===== src/rtl/pdm_decoder.sv =====
// 1-bit PDM to 16-bit level decoder: 2-flop synchroniser, sinc2 CIC decimator
// by 2**DECIM_LOG2, two-event warm-up, and saturating scale to 16-bit full scale.
module pdm_decoder #(
  parameter int DECIM_LOG2 = 8
) (
  input  logic        clk,
  input  logic        rst_n,
  input  logic        pdm_in,
  input  logic        sample_en,
  output logic [15:0] level,
  output logic        level_valid,
  output logic        clipped,
  output logic [1:0]  dbg_state
);

  localparam int W     = 2 * DECIM_LOG2 + 1;
  localparam int SHIFT = 2 * (8 - DECIM_LOG2);
  localparam logic [DECIM_LOG2-1:0] PHASE_LAST = '1;

  typedef enum logic [1:0] {
    WARM0 = 2'd0,
    WARM1 = 2'd1,
    RUN   = 2'd2
  } state_t;

  state_t                state_q, state_d;
  logic                  sync1_q, sync1_d;
  logic                  sync2_q, sync2_d;
  logic [W-1:0]          i1_q, i1_d;
  logic [W-1:0]          i2_q, i2_d;
  logic [DECIM_LOG2-1:0] phase_q, phase_d;
  logic                  dec_event;

  logic [W-1:0]          snap_q, snap_d;
  logic                  snap_vld_q, snap_vld_d;
  logic                  snap_emit_q, snap_emit_d;

  logic [W-1:0]          s_prev_q, s_prev_d;
  logic [W-1:0]          c1_prev_q, c1_prev_d;
  logic [W-1:0]          c1, y;
  logic [W-1:0]          y_q, y_d;
  logic                  y_emit_q, y_emit_d;

  logic [16:0]           v;
  logic [15:0]           level_q, level_d;
  logic                  level_valid_q, level_valid_d;
  logic                  clipped_q, clipped_d;

  // Synchroniser and integrators; everything but the sync chain freezes
  // while sample_en is low.
  always_comb begin
    sync1_d   = pdm_in;
    sync2_d   = sync1_q;
    i1_d      = i1_q;
    i2_d      = i2_q;
    phase_d   = phase_q;
    dec_event = 1'b0;
    if (sample_en) begin
      i1_d      = i1_q + W'(sync2_q);
      i2_d      = i2_q + i1_q;
      phase_d   = phase_q + DECIM_LOG2'(1);
      dec_event = (phase_q == PHASE_LAST);
    end
  end

  always_comb begin
    state_d = state_q;
    case (state_q)
      WARM0:   if (dec_event) state_d = WARM1;
      WARM1:   if (dec_event) state_d = RUN;
      default: state_d = state_q;
    endcase
  end

  // Snapshot holds the post-update i2; the emit decision is taken here so a
  // later state change cannot affect a result already in flight.
  always_comb begin
    snap_d      = snap_q;
    snap_vld_d  = dec_event;
    snap_emit_d = dec_event && (state_q == RUN);
    if (dec_event) snap_d = i2_d;
  end

  // Comb section runs on every event, including warm-up, so its history
  // registers are primed by the time output is enabled.
  always_comb begin
    c1        = snap_q - s_prev_q;
    y         = c1 - c1_prev_q;
    s_prev_d  = s_prev_q;
    c1_prev_d = c1_prev_q;
    y_d       = y_q;
    y_emit_d  = 1'b0;
    if (snap_vld_q) begin
      s_prev_d  = snap_q;
      c1_prev_d = c1;
      y_d       = y;
      y_emit_d  = snap_emit_q;
    end
  end

  // level_valid is a one-cycle strobe with no back-pressure: the consumer
  // must capture level/clipped in the cycle level_valid is high.
  always_comb begin
    v             = 17'(y_q) << SHIFT;
    level_d       = level_q;
    level_valid_d = 1'b0;
    clipped_d     = 1'b0;
    if (y_emit_q) begin
      level_valid_d = 1'b1;
      if (v[16]) begin
        level_d   = 16'hFFFF;
        clipped_d = 1'b1;
      end else begin
        level_d = v[15:0];
      end
    end
  end

  always_ff @(posedge clk) begin
    if (!rst_n) begin
      state_q       <= WARM0;
      sync1_q       <= 1'b0;
      sync2_q       <= 1'b0;
      i1_q          <= '0;
      i2_q          <= '0;
      phase_q       <= '0;
      snap_q        <= '0;
      snap_vld_q    <= 1'b0;
      snap_emit_q   <= 1'b0;
      s_prev_q      <= '0;
      c1_prev_q     <= '0;
      y_q           <= '0;
      y_emit_q      <= 1'b0;
      level_q       <= 16'h0000;
      level_valid_q <= 1'b0;
      clipped_q     <= 1'b0;
    end else begin
      state_q       <= state_d;
      sync1_q       <= sync1_d;
      sync2_q       <= sync2_d;
      i1_q          <= i1_d;
      i2_q          <= i2_d;
      phase_q       <= phase_d;
      snap_q        <= snap_d;
      snap_vld_q    <= snap_vld_d;
      snap_emit_q   <= snap_emit_d;
      s_prev_q      <= s_prev_d;
      c1_prev_q     <= c1_prev_d;
      y_q           <= y_d;
      y_emit_q      <= y_emit_d;
      level_q       <= level_d;
      level_valid_q <= level_valid_d;
      clipped_q     <= clipped_d;
    end
  end

  assign level       = level_q;
  assign level_valid = level_valid_q;
  assign clipped     = clipped_q;
  assign dbg_state   = state_q;

endmodule


===== config.mk =====
export PLATFORM = sky130hd
export DESIGN_NAME = pdm_decoder
export DESIGN_NICKNAME = d
export VERILOG_FILES = /design/src/rtl/pdm_decoder.sv
export SDC_FILE = /design/constraint.sdc
export NUM_CORES = 1
export LEC_CHECK = 0
export ABC_AREA = 1
export BUFFER_PORTS_ARGS = -buffer_cell sky130_fd_sc_hd__clkbuf_2
export CORE_MARGIN = 2
export CORE_UTILIZATION = 50
export CTS_BUF_LIST = sky130_fd_sc_hd__clkbuf_4 sky130_fd_sc_hd__clkbuf_8
export CTS_CLUSTER_SIZE = 8
export DETAILED_ROUTE_END_ITERATION = 8
export GPL_TIMING_DRIVEN = 0
export HOLD_SLACK_MARGIN = 0.06
export PLACE_DENSITY = 0.66
export SYNTH_ARGS = -nofsm -noshare
export SYNTH_HDL_FRONTEND = slang
export SYNTH_SLANG_ARGS = --single-unit
export TNS_END_PERCENT = 30

===== constraint.sdc =====
create_clock -name clk -period 5.3 [get_ports clk]
set_input_delay 0.265 -clock clk [delete_from_list [all_inputs] [get_ports clk]]
set_output_delay 0.265 -clock clk [all_outputs]
set_load 0.005 [all_outputs]

==> metrics, run 1 <==
result of the run complete, no violations; HP Class in -> reg; sw power around 480 µW; wire length of the first global-routing pass between 30 and 40 mm; Crit path required time 5.66 ns; number of violations of the max-capacitance limit 0; # Post-CTS Setup Buffers 0; synthesis-to-layout area growth 10.3%; clk_lat worst skew around 0.46 ns; worst supply voltage drop on vdd 282 µV; total clock buffers created by CTS 17; instance count of the mapped netlist 1087; final setup violation count 0; number of flops mapped to enable cells by yosys 0; upper clock frequency limit 295 MHz; post-synthesis simple-gate area fraction 0.209; Post-Syn Area per Cell ~6.9 µm²; GR Layer Usage met1 0.280; main area contributors after synthesis dfxtp_1, inv_1, a21oi_1; number of distinct library cells after synthesis 41; Fin Setup TNS 0 ns; detailed-route wire length around 19 mm; Clk pwr share 0.452; clock-pin slew of the registers on the worst-case setup and hold paths about 0.080 ns; Worst setup EP type flip-flop; 1st-iter DRT viols 330; depth of the CTS H-tree 4; Initial DRT Pass Iterations 5; sequential share of power 0.513; cell type contributing the most total cell area after synthesis dfxtp_1; overall die width 127 µm; half-perimeter wire length of the detailed placement result 14.7 mm; most frequent cells in the layout inv_1, nand2_1, a21oi_1; FFs w/ async S/R, synth 0; startpoint kind of the worst setup timing path flip-flop; routing layer with the top usage in global route met2; min cycle time layout 3.39 ns; fraction of power consumed by combinational cells 0.035; CTS root buf clkbuf_8; portion of the clock cycle consumed by the worst path in the final layout 0.639; number of failing hold endpoints at the final stage 0; switching fraction of total power 0.239; DR vias 6808; count of port buffers added during placement 23; synthesized cell area 7550 µm²; Adder-Cell Fraction of Synth Area 0.0925; headroom to the max-slew limit 0.377; die area 16100 µm²; met2 Usage GRT 0.456; Antenna Cells 0; per-cell routed wire length 14.4 µm; Detail Route Antenna Nets 0; leading cell type in the layout, fill and taps excluded inv_1; # nets final 1188; fraction of layout instances using a drive strength above 1 0.0630; maximum net fanout on the critical path 5; fin. max-slew vios 0; Top FF cell, synth dfxtp_1; number of remaining DRC errors 0; share of synthesized area occupied by flip-flops and latches 0.358; number of antenna violations at the first check in global routing 0; internal power component 1520 µW; Congestion Overflow GR 0; complex-gate fraction of the synthesized area 0.191; net count after synthesis 1145; power consumption ~2000 µW; startpoint-to-endpoint class of the critical path reg -> reg; vias per cell 5.13; global routing met3 resource utilization 0.0477; leakage power summed over all cells 0.00408 µW; number of global-route vias before repair around 6500; Final Skew 0.0108 ns; CTS sink count approximately 140; post-synthesis xor/xnor area fraction 0.0325; worst hold slack after final layout 0.244 ns; Longest Clk Path Bufs 2; PwrDens 241 nW/µm²; final estimated routing congestion in global placement about 0.91; number of warnings issued by yosys 0; GRT Resource Usage Total 0.244; CP Data Arrival Time 3.74 ns; Starting Density 0.515; area fraction of the dominant cell type after synthesis 0.358; dominant combinational cell family by area after synthesis simple AND/OR/NAND/NOR gates; setup repair after global routing missed its margin no; share of synthesized area spent on multiplexers 0.00133; ports placed on the boundary 24; TritonCTS clock tree built; core area roughly 15000 µm²; pin count of the biggest net entering global routing 17; Row Count 44; transition time at the pin with the least slew margin 0.927 ns; height of the die roughly 130 µm; flip-flop and latch count after synthesis 135
==> path summary, 6_finish.rpt <==
| kind | startpoint | end | slack [ns] | cells past startpoint |
|---|---|---|---|---|
| setup / recovery | snap_q[0]$_SDFFE_PN0P_ | v[15]$_SDFFE_PN0P_ | 1.91 | 20 |
| hold / removal | sample_en | phase_q[2]$_SDFFE_PN0P_ | 0.24 | 4 |
| setup reg to reg | snap_q[0]$_SDFFE_PN0P_ | v[15]$_SDFFE_PN0P_ | 1.91 | 20 |
| hold reg to reg | snap_emit_q$_SDFF_PN0_ | y_emit_q$_SDFF_PN0_ | 0.42 | 2 |
==> critical path, cell delays in order (launching register included) <==
cell and delay [ns]:
dfxtp_1 0.31, inv_1 0.07, ha_1 0.23, fa_1 0.36
inv_1 0.07, nand2_1 0.10, nand2_1 0.09, nand3_1 0.07
nand2_1 0.14, a21oi_1 0.13, o211ai_1 0.24, nand2_1 0.10
ha_1 0.38, nand2_1 0.14, nor3_1 0.21, nor3b_1 0.21
nand2_1 0.10, nand3_1 0.09, nand2_1 0.04, o21ai_0 0.15
inv_1 0.05
==> routing by layer <==
layer  routed length, µm  share of wire  vias up
li1                    -              -     3600
met1                8430           0.44     3076
met2                9720           0.51      102
met3                 593          0.031       30
met4                 397          0.021        0
met5                   0              0        -
==> timing repair <==
item                      4_1_cts  5_1_grt
hold endpoints to repair        1        0
hold buffers                    1        0
gates resized for setup         0        0
==> Yosys cell counts (all sizes together), types with 5 or more instances <==
cell and count:
a21o 6, a21oi 140, buf 6, clkbuf 28, dfxtp 135, ha 51, inv 194, nand2 186
nand3 60, nand4 6, nor2 86, nor3 13, o211ai 5, o21a 6, o21ai 99, o21bai 9
or2 5, xnor2 10, xor2 18
==> power groups by stage <==
| stage | clock [µW] | sequential [µW] | combinational (µW) |
|---|---|---|---|
| 6_report | 905 | 1030 | 69.8 |
| 3_5_place_dp | 0 | 1050 | 69.0 |
| 3_3_place_gp | 0 | 1050 | 68.1 |
| 2_1_floorplan | 0 | 1050 | 46.4 |
| 4_1_cts | 916 | 1030 | 70.0 |
| 5_1_grt | 960 | 1030 | 78.6 |
==> layout make-up <==
| class | instances | area (µm²) |
|---|---|---|
| clock buffers | 22 | 303 |
| multi-input cells | 723 | 3970 |
| clock inverters | 10 | 118 |
| repair buffers | 24 | 125 |
| fillers | 1462 | 6320 |
| flip-flops and latches | 135 | 2700 |
| plain buffers | 34 | 144 |
| inverters | 195 | 732 |
| well taps | 184 | 230 |
==> cells by family after synthesis <==
group / Yosys count
DFF: 135
AOI/OAI and AO/OA: 271
buffers and inverters: 229
and+or+nand+nor: 369
xor gates and xnor gates: 28
adders and majority gates: 54
muxes: 1
==> flip-flops by register name, indices dropped and copies added, names as in the netlist <==
name	cells
sync2_q	1
snap_q	17
phase_q	8
i1_q	17
c1_prev_q	17
snap_vld_q	1
level_valid	1
s_prev_q	17
y_emit_q	1
dbg_state	2
v	17
clipped	1
level	16
sync1_q	1
snap_emit_q	1
i2_q	17
==> per-stage QoR <==
stage | instance area [µm²] | instances | setup slack [ns] | utilization
after detailed placement | 7890 | 1294 | 1.94 | 0.539
after global placement | 7890 | 1294 | 1.95 | 0.539
final | 8320 | 1327 | 1.91 | 0.568
after floorplan | 7550 | 1087 | 2.44 | -
after global routing | 8320 | 1327 | 1.57 | 0.568
after CTS | 8320 | 1327 | 1.91 | 0.568
Note: power is estimated with default switching activity, not from simulation.
==> run 2, diff against run 1 <==
Clock period 5.3 ns to 3.4 ns, I/O delays scaled along.
==> run 2 against run 1 <==
- clock-buffer cell count stayed put
- hold slack got worse by 0.094 ns
- clock skew is essentially flat
- register-to-register slack worse by 1.7 ns
- critical path depth down 1
- core utilization up 0.86 points
- global-route usage stayed put
- total power increased by 56%
- routed wire length increased by 0.60%
- flip-flop and latch count unchanged
- largest power group unchanged
- highest routed layer unchanged
==> metrics, run 2 (same netlist as run 1, synthesis figures left out) <==
result of the run complete, no violations; Antenna Cells 0; internal power component 2370 µW; # nets final 1193; number of antenna violations at the first check in global routing 0; 1st-iter DRT viols 320; die area approximately 16000 µm²; Detail Route Antenna Nets 0; vias per cell 5.16; CP Data Arrival Time approximately 3.5 ns; overall die width between 100 and 150 µm; leading cell type in the layout, fill and taps excluded inv_1; Critical-path top delay cell fa_1; most frequent cells in the layout inv_1, nand2_1, a21oi_1; headroom to the max-slew limit 0.384; startpoint-to-endpoint class of the critical path reg -> reg; buffers and inverters on the worst path 3; portion of the clock cycle consumed by the worst path in the final layout 0.923; Post-Layout Cell Count about 1300; Row Count 44; maximum net fanout on the critical path 3; final setup violation count 0; PwrDens 369 nW/µm²; total clock buffers created by CTS 17; pin count of the biggest net entering global routing 17; fraction of layout instances using a drive strength above 1 0.0836; worst path cell trace inv_1 > ha_2 > fa_1 > inv_1 > nand2_2 > nand2_1 > nand3_1 > nand2_2 > a21oi_1 > xor2_1 > ha_2 > a21oi_1 > o21ai_0 > a21oi_1 > nand2_1 > a21oi_1 > o21ai_0 > nand2_1 > inv_1; upper clock frequency limit roughly 320 MHz; sw power 742 µW; clk_lat worst skew 0.46 ns; TritonCTS clock tree built; half-perimeter wire length of the detailed placement result 14.7 mm; core area around 15000 µm²; cell total after placement 1294; clock-pin slew of the registers on the worst-case setup and hold paths ~0.08 ns; per-cell routed wire length about 14 µm; count of port buffers added during placement 23; transition time at the pin with the least slew margin 0.915 ns; crit-path leading delay family adder cells; Clk pwr share 0.452; power consumption 3120 µW; Starting Density 0.515; min cycle time layout 3.14 ns; detailed-route wire length 19.3 mm; DR vias just under 7000; startpoint kind of the worst setup timing path flip-flop; wire length of the first global-routing pass 31.2 mm; fin. max-slew vios 0; Final Skew 0.0108 ns; fraction of power consumed by combinational cells 0.035; HP Class in -> reg; Worst setup EP type flip-flop; Crit path required time roughly 3.8 ns; worst supply voltage drop on vdd 438 µV; CTS sink count 135; number of failing hold endpoints at the final stage 0; number of remaining DRC errors 0; most frequent cell on the critical path a21oi_1; sequential share of power 0.514; final estimated routing congestion in global placement 0.911; switching fraction of total power 0.238; Congestion Overflow GR 0; Longest Clk Path Bufs 2; CTS root buf clkbuf_8; number of violations of the max-capacitance limit 0; depth of the CTS H-tree 4; GRT Resource Usage Total 0.244; synthesis-to-layout area growth 12.0%; ports placed on the boundary 24; height of the die 127 µm; highest cell delay on the worst timing path 0.35 ns; Initial DRT Pass Iterations 5; leakage power summed over all cells 0.00412 µW; number of global-route vias before repair 6469
==> run 2: changes by cell type in the layout (fill, tap and decap cells not counted), moves of 4 or more <==
cell	before	now
a21oi_1	140	136
buf_4	0	5
a21oi_2	0	4
ha_1	51	47
o21ai_0	91	87
==> run 2: path summary, 6_finish.rpt <==
check	start	to	slack (ns)	cells after the start
setup / recovery	snap_q[0]$_SDFFE_PN0P_	v[13]$_SDFFE_PN0P_	0.26	19
hold / removal	sample_en	phase_q[2]$_SDFFE_PN0P_	0.15	4
setup reg to reg	snap_q[0]$_SDFFE_PN0P_	v[13]$_SDFFE_PN0P_	0.26	19
hold reg to reg	snap_emit_q$_SDFF_PN0_	y_emit_q$_SDFF_PN0_	0.42	2
==> run 2: what timing repair did <==
action	4_1_cts	5_1_grt
hold endpoints to repair	1	0
endpoints found under the setup margin	0	8
buffers inserted	0	5
resized for setup	0	24
hold buffers	1	0
==> run 2: power groups by stage <==
stage	registers, µW	clock network, µW	logic (µW)
after global placement	1640	0	106
final	1600	1410	108
after floorplan	1640	0	72.3
after global routing	1600	1500	123
after detailed placement	1640	0	108
after CTS	1600	1430	109
==> run 2: area by class of cell <==
cell class	instances	area [µm²]
Buffer	34	144
Clock buffer	22	303
Clock inverter	10	118
Fill cell	1444	6200
Inverter	195	732
Multi-Input combinational cell	723	4060
Sequential cell	135	2700
Tap cell	184	230
Timing Repair Buffer	29	163
==> run 2: layer usage <==
metal / routed length [µm] / global-route usage
met1: 8460 / 0.280
met2: 9800 / 0.456
met3: 618 / 0.0477
met4: 367 / 0.0756
met5: 0 / 0
==> run 2: metrics by stage <==
step | utilization | setup TNS, ns | hold WS (ns) | setup slack (ns) | cell area (µm²)
floorplan | - | 0 | 0.268 | 0.538 | 7550
global placement | 0.539 | 0 | 0.359 | 0.0476 | 7890
detailed placement | 0.539 | 0 | 0.358 | 0.0445 | 7890
CTS | 0.568 | 0 | 0.148 | 0.0107 | 8320
global route | 0.577 | -0.0108 | 0.215 | -0.0108 | 8450
finish | 0.577 | 0 | 0.150 | 0.260 | 8450
==> run 2: worst min-delay path, cell delays in order <==
cell and delay, ns:
clkbuf_2 0.14, nand3_1 0.13, nand2_1 0.06, nor2_1 0.07
==> run 3, diff against run 2 <==
Settings changed: BUFFER_PORTS_ARGS -buffer_cell sky130_fd_sc_hd__clkbuf_2 to -buffer_cell sky130_fd_sc_hd__buf_2.
==> run 3 against run 2 <==
- sequential share of layout area fell by 0.095 points
- first-iteration DRC count rose by 23%
- cell area rose by 0.30%
- clock-buffer cell count fell by 4
- final cell count fell by 0.30%
- highest routed layer unchanged
==> metrics, run 3 (same netlist as run 1, synthesis figures left out) <==
result of the run complete, no violations; number of remaining DRC errors 0; number of failing hold endpoints at the final stage 0; most frequent cells in the layout inv_1, nand2_1, dfxtp_1; uppermost signal routing layer after detailed routing met4; final estimated routing congestion in global placement 0.979; CTS root buf clkbuf_8; CP Data Arrival Time 3.51 ns; pin count of the biggest net entering global routing 17; transition time at the pin with the least slew margin ~1 ns; clock-pin slew of the registers on the worst-case setup and hold paths 0.08 ns; overall die width about 130 µm; routed length on met2 9.61 mm; Reg area 2700 µm²; wire length of the first global-routing pass 31.2 mm; Worst setup EP type flip-flop; 1st-iter DRT viols about 390; Final Skew 0.0183 ns; fin. max-slew vios 0; Clk pwr share 0.468; Initial DRT Pass Iterations 5; Starting Density 0.515; headroom to the max-slew limit 0.345; Detail Route Antenna Nets 0; upper clock frequency limit between 300 and 400 MHz; number of antenna violations at the first check in global routing 0; fraction of layout instances using a drive strength above 1 0.0857; maximum net fanout on the critical path 5; post-route standard cell area excluding fillers 8470 µm²; final setup violation count 0; PwrDens about 380 nW/µm²; Longest Clk Path Bufs 2; die area 16100 µm²; startpoint-to-endpoint class of the critical path reg -> reg; sequential share of power 0.498; ports placed on the boundary 24; # nets final 1189; worst supply voltage drop on vdd 314 µV; synthesis-to-layout area growth 12.3%; number of violations of the max-capacitance limit 0; min cycle time layout 3.17 ns; leading cell type in the layout, fill and taps excluded inv_1; met1 WL roughly 8.4 mm; area of the multi-input gates 4090 µm²; vias per cell 5.16; fill count 1445; GRT Resource Usage Total 0.245; depth of the CTS H-tree 4; Congestion Overflow GR 0; worst hold slack after final layout 0.136 ns; Hold Crit Depth 4; height of the die 127 µm; minimum setup slack in the final design about 0.23 ns; fraction of power consumed by combinational cells 0.034; portion of the clock cycle consumed by the worst path in the final layout 0.932; count of cells along the worst register-to-register path 19; leakage power summed over all cells around 0.0041 µW; clk_lat worst skew 0.46 ns; sw power between 700 and 800 µW; Placed Area 7890 µm²; setup slack after placement between 0.05 and 0.06 ns; detailed-route wire length a little under 20 mm; Met3 Wirelength around 610 µm; DR vias 6857; HP Class in -> reg; Crit path required time roughly 3.7 ns; Row Count 44; total clock buffers created by CTS 17; Antenna Cells 0; number of global-route vias before repair roughly 6400; core area around 15000 µm²; switching fraction of total power 0.237; TritonCTS clock tree built; CTS sink count 135; internal power component 2450 µW; count of port buffers added during placement 23; startpoint kind of the worst setup timing path flip-flop; per-cell routed wire length around 14 µm; half-perimeter wire length of the detailed placement result 14.7 mm
-- run 3: cell types whose count changed in the layout (fill, tap and decap cells not counted), moves of 3 or more --
cell | before | now
buf_2 | 1 | 24
buf_4 | 5 | 1
clkbuf_2 | 23 | 0
clkinvlp_4 | 4 | 1
clkbuf_8 | 22 | 18
-- run 3: what timing repair did --
action | 4_1_cts | 5_1_grt
resized for setup | 0 | 30
hold buffers | 1 | 0
setup endpoints to repair | 0 | 9
setup buffers | 0 | 1
endpoints found under the hold margin | 1 | 0
-- run 3: worst max-delay path: stages, from the launching register on --
cell	delay (ns)
dfxtp_1	0.31
inv_1	0.06
ha_2	0.20
fa_2	0.34
inv_2	0.06
nand2_2	0.08
nand2_1	0.09
and2_1	0.16
a31o_1	0.19
xor2_1	0.25
ha_1	0.35
nand2_1	0.10
inv_1	0.06
a21oi_1	0.16
o21ai_2	0.11
nand2_1	0.12
a21o_1	0.11
nand3_1	0.11
o211ai_1	0.13
inv_1	0.06
-- run 3: power groups by stage --
stage                     sequential, µW  clock [µW]  combinational (µW)
after floorplan                     1640           0                72.3
after global placement              1640           0                 106
after detailed placement            1640           0                 108
after CTS                           1600        1530                 109
after global routing                1600        1600                 124
final                               1600        1500                 109
-- run 3: metrics by stage --
| stage | TNS (ns) | cells | power, µW | util |
|---|---|---|---|---|
| floorplan | 0 | 1087 | 1710 | - |
| global placement | 0 | 1294 | 1740 | 0.539 |
| finish | 0 | 1328 | 3210 | 0.579 |
| detailed placement | 0 | 1294 | 1750 | 0.539 |
| CTS | 0 | 1327 | 3240 | 0.570 |
| global route | -0.0264 | 1328 | 3330 | 0.579 |
-- run 3: path summary, 6_finish.rpt --
path                                              from                      end  slack, ns
worst max-delay path            snap_q[0]$_SDFFE_PN0P_       v[12]$_SDFFE_PN0P_       0.23
worst min-delay path                         sample_en  phase_q[2]$_SDFFE_PN0P_       0.14
worst max register to register  snap_q[0]$_SDFFE_PN0P_       v[12]$_SDFFE_PN0P_       0.23
worst min register to register      sync1_q$_SDFF_PN0_       sync2_q$_SDFF_PN0_       0.43
-- run 3: area by class of cell --
| class | instances | share of cell area |
|---|---|---|
| multi-input combinational | 723 | 0.482 |
| sequential | 135 | 0.319 |
| inverter | 195 | 0.0864 |
| clock buffer | 18 | 0.0292 |
| tap | 184 | 0.0272 |
| clock inverter | 14 | 0.0233 |
| buffer | 34 | 0.0170 |
| timing repair buffer | 25 | 0.0157 |
-- run 3: routing by layer --
layer,vias to the layer above,global-route usage
met1,3133,0.283
met3,26,0.0468
met4,0,0.0899
li1,3592,-
met5,-,0
met2,106,0.449
